===== src/rtl/divider_result_collector.sv =====
// Result FIFO behind the last restoring-divider stage. It hands launch credits
// upstream and flags divide-by-zero entries and protocol errors.
module divider_result_collector #(
   parameter int N     = 5,
   parameter int DEPTH = 4,
   parameter int AW    = 2
) (
   input  logic          clk,
   input  logic          rst_n,
   input  logic          launch,
   output logic          can_launch,
   input  logic          in_rdy,
   input  logic [N-1:0]  in_merchant,
   input  logic [N-1:0]  in_remainder,
   input  logic [N-1:0]  in_divisor,
   input  logic [N-1:0]  in_dividend,
   output logic          out_valid,
   input  logic          out_ready,
   output logic [N-1:0]  out_merchant,
   output logic [N-1:0]  out_remainder,
   output logic [N-1:0]  out_dividend,
   output logic          out_div0,
   output logic [AW:0]   count,
   output logic          overflow
);

   typedef struct packed {
      logic [N-1:0] merchant;
      logic [N-1:0] remainder;
      logic [N-1:0] dividend;
      logic         div0;
   } entry_t;

   localparam logic [AW:0]   FULL      = (AW+1)'(DEPTH);
   localparam logic [AW+1:0] CREDIT_MAX = (AW+2)'(DEPTH);

   entry_t          mem [DEPTH];
   logic [AW-1:0]   wr_ptr;
   logic [AW-1:0]   rd_ptr;
   logic [AW:0]     inflight;
   logic [AW+1:0]   used;
   logic            pop;
   logic            push;
   logic            launch_err;
   logic            rdy_err;

   assign out_valid = (count != '0);
   assign pop       = out_valid & out_ready;
   // A full FIFO can still take a result when the head leaves in the same cycle.
   assign push      = in_rdy & ((count != FULL) | pop);

   // Credits count results already stored plus those still inside the pipeline.
   assign used       = {1'b0, count} + {1'b0, inflight};
   assign can_launch = (used < CREDIT_MAX);

   assign launch_err = launch & ~can_launch;
   assign rdy_err    = in_rdy & ((inflight == '0) | ~push);

   assign out_merchant  = mem[rd_ptr].merchant;
   assign out_remainder = mem[rd_ptr].remainder;
   assign out_dividend  = mem[rd_ptr].dividend;
   assign out_div0      = mem[rd_ptr].div0;

   always_ff @(posedge clk or negedge rst_n) begin
      if (!rst_n) begin
         // NOTE: storage sits in the reset branch so the head reads back as zero
         // after reset; this keeps it as flops, which is fine at this depth.
         for (int i = 0; i < DEPTH; i++) mem[i] <= '0;
         wr_ptr   <= '0;
         rd_ptr   <= '0;
         count    <= '0;
         inflight <= '0;
         overflow <= 1'b0;
      end else begin
         if (push) begin
            mem[wr_ptr] <= '{merchant:  in_merchant,
                             remainder: in_remainder,
                             dividend:  in_dividend,
                             div0:      (in_divisor == '0)};
            wr_ptr      <= wr_ptr + 1'b1;
         end
         if (pop) rd_ptr <= rd_ptr + 1'b1;

         if (push && !pop)      count <= count + 1'b1;
         else if (!push && pop) count <= count - 1'b1;

         // A launch and an arrival in the same cycle cancel out.
         if (launch && !in_rdy && inflight != FULL)   inflight <= inflight + 1'b1;
         else if (!launch && in_rdy && inflight != '0) inflight <= inflight - 1'b1;

         if (launch_err || rdy_err) overflow <= 1'b1;
      end
   end

endmodule

===== config.mk =====
export PLATFORM = sky130hd
export DESIGN_NAME = divider_result_collector
export DESIGN_NICKNAME = d
export VERILOG_FILES = /design/src/rtl/divider_result_collector.sv
export SDC_FILE = /design/constraint.sdc
export NUM_CORES = 1
export LEC_CHECK = 0
export BUFFER_PORTS_ARGS = -buffer_cell sky130_fd_sc_hd__buf_2
export CAP_MARGIN = 20
export CORE_UTILIZATION = 52
export CTS_CLUSTER_DIAMETER = 30
export DETAILED_ROUTE_END_ITERATION = 12
export PLACE_DENSITY = 0.85
export SLEW_MARGIN = 20
export SYNTH_ARGS = -nofsm -noshare
export SYNTH_HDL_FRONTEND = slang
export SYNTH_SLANG_ARGS = --single-unit

===== constraint.sdc =====
create_clock -name clk -period 2.3 [get_ports clk]
set_input_delay 0 -clock clk [delete_from_list [all_inputs] [get_ports clk]]
set_output_delay 0 -clock clk [all_outputs]
set_load 0.02 [all_outputs]

==> results of run 1 <==
state kept, by name (all words and copies together), names as in the netlist:
signal	flops
overflow	1
count	3
rd_ptr	2
wr_ptr	2
mem	64
inflight	3
metrics by stage:
step	hold WS [ps]	utilization	TNS, ps	setup slack, ps
5_1_grt	50.4	0.642	-6.29	-6.29
2_1_floorplan	-296	-	0	28.3
4_1_cts	7.86	0.641	0	84.2
3_3_place_gp	57.8	0.589	0	142
6_report	28.8	0.642	0	118
3_5_place_dp	59.8	0.589	0	101
area by class of cell:
cell class / instances / area (sq um) / share of cell area
Sequential cell: 75 / 1880 / 0.428
Multi-Input combinational cell: 131 / 1660 / 0.378
Tap cell: 96 / 120 / 0.0274
Inverter: 7 / 26.3 / 0.00599
Clock inverter: 3 / 21.3 / 0.00485
Timing Repair Buffer: 76 / 526 / 0.120
Clock buffer: 13 / 159 / 0.0362
metal layers:
layer,up-vias,global-route usage,part of all wire
met3,16,0.0524,0.034
li1,974,-,-
met5,-,0,0
met4,0,0.0955,0.027
met2,51,0.336,0.50
met1,1120,0.267,0.43
timing repair:
action | 4_1_cts | 5_1_grt
setup buffers | 0 | 1
endpoints found under the setup margin | 0 | 2
hold endpoints to repair | 139 | 0
hold buffers | 18 | 0
power breakdown:
group,internal (mW),switching [mW]
clock network,0.454,0.476
logic,1.78,1.29
registers,1.97,0.492
total,4.20,2.26
cell families (layout without fill, tap and decap cells):
kind of cell,count (synthesis),after routing,synth area share
DFF,75,75,0.506
and+or+nand+nor,24,24,0.0391
buffers and inverters,20,99,0.0465
muxes,83,83,0.341
AOI/OAI and AO/OA,9,9,0.0189
xor gates and xnor gates,6,6,0.0142
adders and majority gates,9,9,0.0344
critical path, stage by stage (launching register included):
cell and delay, ps:
dfrtp_1 450, nor2_1 120, a21o_1 200, fa_1 420, or4b_2 680, o32a_1 170, nand3_1 80
how the worst min path moves through the flow:
stage | to | start | cells after the start
floorplan | count[0] | rst_n | 0
global placement | mem[52] | rst_n | 2
detailed placement | mem[52] | rst_n | 2
CTS | overflow | in_rdy | 3
global route | overflow | in_rdy | 3
finish | overflow | in_rdy | 3
cell usage in the layout, fill, tap and decap left out, types with 2 or more instances in the layout:
cell / n
and3_1: 4
buf_12: 2
buf_2: 46
buf_4: 10
clkbuf_1: 2
clkbuf_8: 11
dfrtp_1: 75
dlygate4sd3_1: 18
fa_1: 2
ha_1: 7
inv_1: 7
mux2_2: 27
mux2_4: 40
mux4_2: 16
nand2_1: 2
nand2b_1: 2
nand3_1: 2
nor2_1: 5
nor2b_1: 2
o22ai_1: 2
xnor2_1: 4
xor2_1: 2
==> out/qor.txt, run 1 <==
Crit Path Class = flip-flop to flip-flop
final instance area = 4390 sq um
top area cells in the synthesized netlist = dfrtp_1 51%, mux2_4 16%, mux4_2 9.7%, mux2_2 8.2%, ha_1 2.4%
DP HPWL = 4460 um
Seq/Total Area, Yosys = 0.506
crit path launch type = flip-flop
Ports = 47
worst-margin pin slew = 823 ps
FF-to-FF path depth = 6
Netlist Area Pre-Place = 3710 sq um
Die ar. = 7480 sq um
maximum clock rate = 0.458 GHz
fin nets = 334
initial antenna violation count = 0
Bufs on Longest Clock Path = 2
Routed WL = 6800 um
via count = 2161
area post-placement = 4020 sq um
first-pass GRT wire length = 11400 um
fin cells = 401
1st-iter DRT viols = 117
Port Buffer Count = 46
Commonest cells post-synth = 75 x dfrtp_1, 40 x mux2_4, 27 x mux2_2
Final Hold Viols = 0
CTS Root Cell = clkbuf_8
Seq cells post-synth = 75
status = complete, no violations
remaining antenna violation count = 0
Setup crit end = inflight[2]
die width = 86.5 um
area share of the largest cell type after synthesis = 0.506
share of cells above drive strength 1 = 0.521
async set-reset flop share out of synthesis = 1.00
maximum VDD drop = 0.752 mV
Area Overhead vs Synth = 18.3%
CTS tree = built
Mapped Avg Cell Area = 16.4 sq um
leading area contributor after synthesis = dfrtp_1
Antenna Cells = 0
Residual DRC = 0
gr ovfl total = 0
CTS sink count = 75
row count = 30
hold crit path type = primary input to flip-flop
unique cell type count in the Yosys netlist = 34
Initial Util = 0.543
pin count of the biggest net entering global routing = 76
Final Cycle Share = 0.949
Final Power = 6.46 mW
Filler cells = 514
Core Region = 6830 sq um
PwrDens = 1470 nW/um^2
wire per inst = 17.0 um
critical-path maximum fanout = 6
Post-synth EDFFs = 0
Worst Skew = 10.4 ps
Post-Syn Nets = 260
gpl congestion = 0.767
crit path from = inflight[1]
minimum clock period = 2180 ps
DR pass1 iterations = 3
r2r startpoint = inflight[1]
gr usage total = 0.208
Resize count post-CTS = 0
Slew HR = 0.451
TritonCTS buffer count = 9
Reg2Reg Setup Slack = 120 ps
Crit. End Element = flip-flop
r2r endpoint = inflight[2]
ys flop type = dfrtp_1
Slew Viols, Final = 0
LEAKAGE = 2.01 nW
Worst EP arrival = 2470 ps
Setup Viol. Count Final = 0
Clock transition at path regs = 80 ps
Max Cap Viol = 0
vias per cell = 5.39
worst path required time = 2590 ps
Clock Latency Late Sink = 350 ps
H-tree depth = 3
Post-Synthesis Cells = 226
placed cell count = 366
vias in the first global route = 2226
Die Y = 86.5 um
cell with the most instances after synthesis = dfrtp_1
Synth Warn # = 0
Note: power is estimated with default switching activity, not from simulation.
==> run 2, diff against run 1 <==
--- a/config.mk
+++ b/config.mk
@@ -5,6 +5,7 @@
 export SDC_FILE = /design/constraint.sdc
 export NUM_CORES = 1
 export LEC_CHECK = 0
+export ABC_AREA = 1
 export BUFFER_PORTS_ARGS = -buffer_cell sky130_fd_sc_hd__buf_2
 export CAP_MARGIN = 20
 export CORE_UTILIZATION = 52
==> out/qor.txt, run 2 <==
RSZ-0062 raised after global routing = no
critical-path maximum fanout = 5 (-1)
gr usage total = 0.263 (+0.0546)
worst-margin pin slew = 694 ps (-129 ps)
first-pass GRT wire length = 14800 um (+30%)
H-tree depth = 3 (unchanged)
Port Buffer Count = 46 (unchanged)
Post-Synthesis Cells = 452 (+100%)
LEAKAGE = 2.34 nW (+17%)
Area Overhead vs Synth = 19.5%
Cell Chain, Critical Path = nor2_2 -> nand2_1 -> nand2_1 -> ha_1 -> inv_1 -> fa_1 -> or2_2 -> nand2_1 -> xor2_1
number of flip-flops in the largest register = 64 (unchanged)
biggest regs = mem x64, count x3, inflight x3
vias per cell = 5.19 (-3.7%)
top area cells in the synthesized netlist = dfrtp_1 51%, nand2_1 21%, o21ai_0 4.6%, nor2_1 4.1%, o22ai_1 2.7%
CTS sink count = 75 (unchanged)
DR pass1 iterations = 6 (+3)
FF/Latch Area = 1880 sq um (unchanged)
CTS Root Cell = clkbuf_8
Residual DRC = 0 (unchanged)
Worst path most repeated cell = nand2_1
Largest Register = mem
final core utilization = 0.645 (+0.00281)
Seq/Total Area, Yosys = 0.511 (+0.00552)
Commonest cells post-synth = 208 x nand2_1, 75 x dfrtp_1, 40 x nor2_1
area of the multi-input gates = 1600 sq um (-3.6%)
hold crit path type = primary input to flip-flop
Routed WL = 8800 um (+29%)
Clock transition at path regs = 80 ps (about the same)
Bufs on Longest Clock Path = 2 (unchanged)
TritonCTS buffer count = 9 (unchanged)
Filler cells = 539 (+4.9%)
share of cells above drive strength 1 = 0.174 (-0.347)
Post-Syn Nets = 486 (+87%)
setup_tns = 0 ps (unchanged)
Slew HR = 0.538 (+0.0863)
CP peak stage delay = 450 ps (-230 ps)
pin count of the biggest net entering global routing = 34 (-55%)
Synth Warn # = 0 (unchanged)
Die ar. = 7400 sq um (-1.1%)
Final Cycle Share = 0.904 (-0.0446)
vias in the first global route = 3103 (+39%)
ys flop type = dfrtp_1
worst path required time = 2580 ps (about the same)
CTS tree = built
Seq cells post-synth = 75 (unchanged)
via count = 3213 (+49%)
Die Y = 86.0 um (-0.53%)
Crit Path Class = flip-flop to flip-flop
maximum VDD drop = 0.715 mV (-4.9%)
Slew Viols, Final = 0 (unchanged)
Clock Latency Late Sink = 350 ps (about the same)
Worst Skew = 14.6 ps (+4.12 ps)
wire per inst = 14.2 um (-16%)
cell with the most instances after synthesis = nand2_1
Placement Setup Slack = 243 ps (+142 ps)
1st-iter DRT viols = 182 (+56%)
maximum clock rate = 0.481 GHz (+4.9%)
Antenna Cells = 0 (unchanged)
Core Region = 6790 sq um (-0.55%)
Crit. End Element = flip-flop
slowest stage cell on the critical path = dfrtp_1
row count = 30 (unchanged)
Final Hold Viols = 0 (unchanged)
Max Cap Viol = 0 (unchanged)
DP HPWL = 5290 um (+19%)
setup slack after layout = 220 ps (+103 ps)
crit path launch type = flip-flop
unique cell type count in the Yosys netlist = 26 (-24%)
die width = 86.0 um (-0.53%)
Worst EP arrival = 2360 ps (-110 ps)
leading area contributor after synthesis = dfrtp_1
PwrDens = 1460 nW/um^2 (-0.95%)
most frequent cells in the layout = 208 x nand2_1, 75 x dfrtp_1, 46 x buf_2, 40 x nor2_1, 34 x o21ai_0
gpl congestion = 0.832 (+8.5%)
area share of the largest cell type after synthesis = 0.511 (+0.00552)
Initial Util = 0.540 (-0.00289)
Netlist Area Pre-Place = 3670 sq um (-1.1%)
Ports = 47 (unchanged)
fin nets = 552 (+65%)
async set-reset flop share out of synthesis = 1.00 (unchanged)
status = complete, no violations
gr ovfl total = 0 (unchanged)
Mapped Avg Cell Area = 8.12 sq um (-51%)
Post-synth EDFFs = 0 (unchanged)
Final Power = 6.39 mW (-1.1%)
Setup Viol. Count Final = 0 (unchanged)
minimum clock period = 2080 ps (-103 ps)
WHS = 22.3 ps (-6.49 ps)
initial antenna violation count = 0 (unchanged)
remaining antenna violation count = 0 (unchanged)
commonest non-fill, non-tap cell in the layout = nand2_1
==> run 2: cell types whose count changed after synthesis, moves of 13 or more <==
| cell | change |
|---|---|
| inv_1 | +13 |
| nand2_1 | +206 |
| o22ai_1 | +14 |
| mux2_4 | -40 |
| mux4_2 | -16 |
| nor2_1 | +35 |
| mux2_2 | -26 |
| o21ai_0 | +34 |
==> run 2: logic make-up after synthesis <==
group                      Yosys count  share of synthesized area
xor gates and xnor gates             3                    0.00716
and+or+nand+nor                    274                      0.313
buffers and inverters               37                     0.0525
AOI/OAI and AO/OA                   53                     0.0777
adders and majority gates            9                     0.0348
DFF                                 75                      0.511
muxes                                1                    0.00307
==> run 2: what timing repair did <==
item,in CTS,in global routing
resized for setup,0,0
hold buffers,20,0
hold endpoints to repair,93,0
setup buffers,0,0
==> run 2: final cells by class <==
cell class                      instances  area share
Timing Repair Buffer                   71       0.112
Clock buffer                           10      0.0291
Sequential cell                        75       0.428
Tap cell                               96      0.0274
Inverter                               21      0.0197
Clock inverter                          6      0.0183
Multi-Input combinational cell        340       0.365
==> run 2: worst paths after layout <==
path | startpoint | cells past startpoint | slack, ps | to
min reg2reg | mem[34] | 2 | 470 | mem[34]
min | in_divisor[1] | 6 | 20 | mem[48]
min in group asynchronous | rst_n | 2 | 220 | mem[57]
max reg2reg | count[1] | 9 | 220 | count[2]
max in group asynchronous | rst_n | 3 | 1350 | mem[2]
max | count[1] | 9 | 220 | count[2]
==> run 2: report_power, final <==
| group | internal (mW) | switching [mW] | leakage, nW |
|---|---|---|---|
| clock network | 0.604 | 0.477 | 0.110 |
| logic | 1.05 | 1.99 | 1.30 |
| registers | 1.90 | 0.362 | 0.937 |
| total | 3.56 | 2.83 | 2.34 |
==> run 2: routing by layer <==
layer,part of all wire,vias up,GRT usage
met5,0,-,0
met4,0.031,0,0.130
met3,0.053,31,0.0597
met2,0.48,117,0.422
met1,0.43,1520,0.337
li1,-,1545,-
==> run 2: critical path, delay by kind of cell (launching register included) <==
family                     cells  cell delay [ps]
xor gates and xnor gates       1              130
adders and majority gates      2              540
buffers and inverters          1               70
DFF                            1              450
and+or+nand+nor                5              820
==> run 2: metrics by stage <==
stage	instances	cell area, sq um
after floorplan	452	3670
after global placement	583	3980
after detailed placement	583	3980
after CTS	619	4380
after global routing	619	4380
final	619	4380
==> run 3, diff against run 2 <==
--- a/config.mk
+++ b/config.mk
@@ -11,7 +11,7 @@
 export CORE_UTILIZATION = 52
 export CTS_CLUSTER_DIAMETER = 30
 export DETAILED_ROUTE_END_ITERATION = 12
-export PLACE_DENSITY = 0.85
+export PLACE_DENSITY = 0.76
 export SLEW_MARGIN = 20
 export SYNTH_ARGS = -nofsm -noshare
 export SYNTH_HDL_FRONTEND = slang
==> out/qor.txt, run 3 (synthesis gave the netlist of run 2 again) <==
status = complete, no violations
DP HPWL = 5420 um (+2.4%)
initial antenna violation count = 0 (unchanged)
pin count of the biggest net entering global routing = 35 (+2.9%)
P_int = 3.65 mW (+2.6%)
Max Cap Viol = 0 (unchanged)
Ports = 47 (unchanged)
row count = 30 (unchanged)
biggest regs = mem x64, count x3, inflight x3
RSZ-0062 raised after global routing = no
PwrDens = 1470 nW/um^2 (+0.95%)
Crit Path Class = flip-flop to flip-flop
Final Cycle Share = 0.927 (+0.0222)
CTS Root Cell = clkbuf_8
remaining antenna violation count = 0 (unchanged)
Worst EP arrival = 2400 ps (+40 ps)
Initial Util = 0.540 (unchanged)
final instance area = 4400 sq um (+0.31%)
DR pass1 iterations = 4 (-2)
placed cell count = 583 (unchanged)
number of flip-flops in the largest register = 64 (unchanged)
crit path launch type = flip-flop
Setup Viol. Count Final = 0 (unchanged)
Die ar. = 7400 sq um (unchanged)
Crit path max-delay family = simple AND/OR/NAND/NOR gates
setup_tns = 0 ps (unchanged)
Resize count post-CTS = 0 (unchanged)
Cell Chain, Critical Path = nor2_2 -> nand2_1 -> nand2_1 -> ha_1 -> inv_1 -> fa_1 -> or2_2 -> nand2_1 -> xor2_1
gr usage total = 0.256 (-0.00668)
Port Buffer Count = 46 (unchanged)
worst-margin pin slew = 786 ps (+92.6 ps)
share of cells above drive strength 1 = 0.176 (+0.00191)
fin cells = 619 (unchanged)
Final Power = 6.47 mW (+1.3%)
most frequent cells in the layout = 208 x nand2_1, 75 x dfrtp_1, 46 x buf_2, 40 x nor2_1, 34 x o21ai_0
TritonCTS buffer count = 9 (unchanged)
Crit. End Element = flip-flop
Residual DRC = 0 (unchanged)
die width = 86.0 um (unchanged)
Clock Latency Late Sink = 350 ps (about the same)
via count = 3155 (-1.8%)
Slew HR = 0.476 (-0.0617)
wire per inst = 14.1 um (-0.50%)
CP peak stage delay = 450 ps (about the same)
sequential share of power = 0.350 (-0.004)
slowest stage cell on the critical path = dfrtp_1
vias in the first global route = 3047 (-1.8%)
minimum clock period = 2130 ps (+51.1 ps)
net switching power = 2.82 mW (-0.40%)
Filler cells = 583 (+8.2%)
Core Region = 6790 sq um (unchanged)
hold crit path type = primary input to flip-flop
maximum VDD drop = 0.636 mV (-11%)
LEAKAGE = 2.35 nW (about the same)
1st-iter DRT viols = 182 (unchanged)
fin nets = 552 (unchanged)
Die Y = 86.0 um (unchanged)
Area Overhead vs Synth = 19.8%
Antenna Cells = 0 (unchanged)
clock power share = 0.188 (+0.019)
worst path required time = 2560 ps (-20 ps)
Final Hold Viols = 0 (unchanged)
Comb pwr share = 0.462 (-0.015)
first-pass GRT wire length = 14500 um (-2.2%)
gpl congestion = 0.765 (-8.0%)
Largest Register = mem
CTS tree = built
Slew Viols, Final = 0 (unchanged)
Worst Skew = 5.53 ps (-9.02 ps)
Routed WL = 8750 um (-0.50%)
vias per cell = 5.10 (-1.8%)
Bufs on Longest Clock Path = 2 (unchanged)
critical-path maximum fanout = 5 (unchanged)
H-tree depth = 3 (unchanged)
Worst path most repeated cell = nand2_1
maximum clock rate = 0.469 GHz (-2.4%)
CTS sink count = 75 (unchanged)
commonest non-fill, non-tap cell in the layout = nand2_1
WHS = 9.73 ps (-12.6 ps)
gr ovfl total = 0 (unchanged)
Clock transition at path regs = 70 ps (about the same)
area post-placement = 3950 sq um (-0.63%)
WP buf/inv = 1 (unchanged)
Sw Ratio = 0.436 (-0.00730)
==> run 3: changes by cell type in the layout (fill, tap and decap cells not counted), sizes merged <==
cell      previous run  this run
clkinv               4         0
clkbuf              10        13
clkinvlp             0         1
==> run 3: layer usage <==
metal	up-vias	share of wire	GRT usage	wire length [um]
li1	1545	-	-	-
met1	1493	0.45	0.348	3940
met2	101	0.47	0.412	4120
met3	16	0.061	0.0366	531
met4	0	0.019	0.111	163
met5	-	0	0	0
==> run 3: layout make-up <==
class | count | area, sq um | share of cell area
inverter | 21 | 86.3 | 0.0196
timing repair buffer | 71 | 468 | 0.106
clock buffer | 13 | 179 | 0.0407
sequential | 75 | 1880 | 0.427
multi-input combinational | 340 | 1600 | 0.364
tap | 96 | 120 | 0.0273
clock inverter | 3 | 67.6 | 0.0154
==> run 3: stage by stage <==
| step | setup WS [ps] | util |
|---|---|---|
| after floorplan | 149 | - |
| after global placement | 323 | 0.582 |
| after detailed placement | 203 | 0.582 |
| after CTS | 183 | 0.647 |
| after global routing | 29.2 | 0.647 |
| final | 169 | 0.647 |
==> run 3: worst reg2reg max path, stage by stage, from the launching register on <==
cell,delay (ps)
dfrtp_1,450
nor2_2,230
nand2_1,110
nand2_1,120
ha_1,150
inv_1,60
fa_1,380
or2_2,300
nand2_1,80
xor2_1,170
==> run 3: path summary, 6_finish.rpt <==
check	start	endpoint	slack (ps)	cells after the start
worst max-delay path	count[1]	count[2]	170	9
worst max register to register	count[1]	count[2]	170	9
worst min-delay path	in_divisor[0]	mem[0]	10	6
max in group asynchronous	rst_n	mem[0]	1230	3
min in group asynchronous	rst_n	mem[11]	270	2
worst min register to register	mem[45]	mem[45]	470	2
==> run 3: power groups by stage <==
stage | Clock, mW | Sequential (mW) | Combinational [mW]
detailed placement | 0 | 2.28 | 2.95
global placement | 0 | 2.25 | 2.88
floorplan | 0 | 2.25 | 2.13
CTS | 1.23 | 2.26 | 2.99
global route | 1.28 | 2.34 | 3.34
finish | 1.22 | 2.27 | 2.99
==> run 3: timing repair <==
action                    4_1_cts  5_1_grt
buffers inserted                0        0
hold buffers                   20        0
hold endpoints to repair       98        0
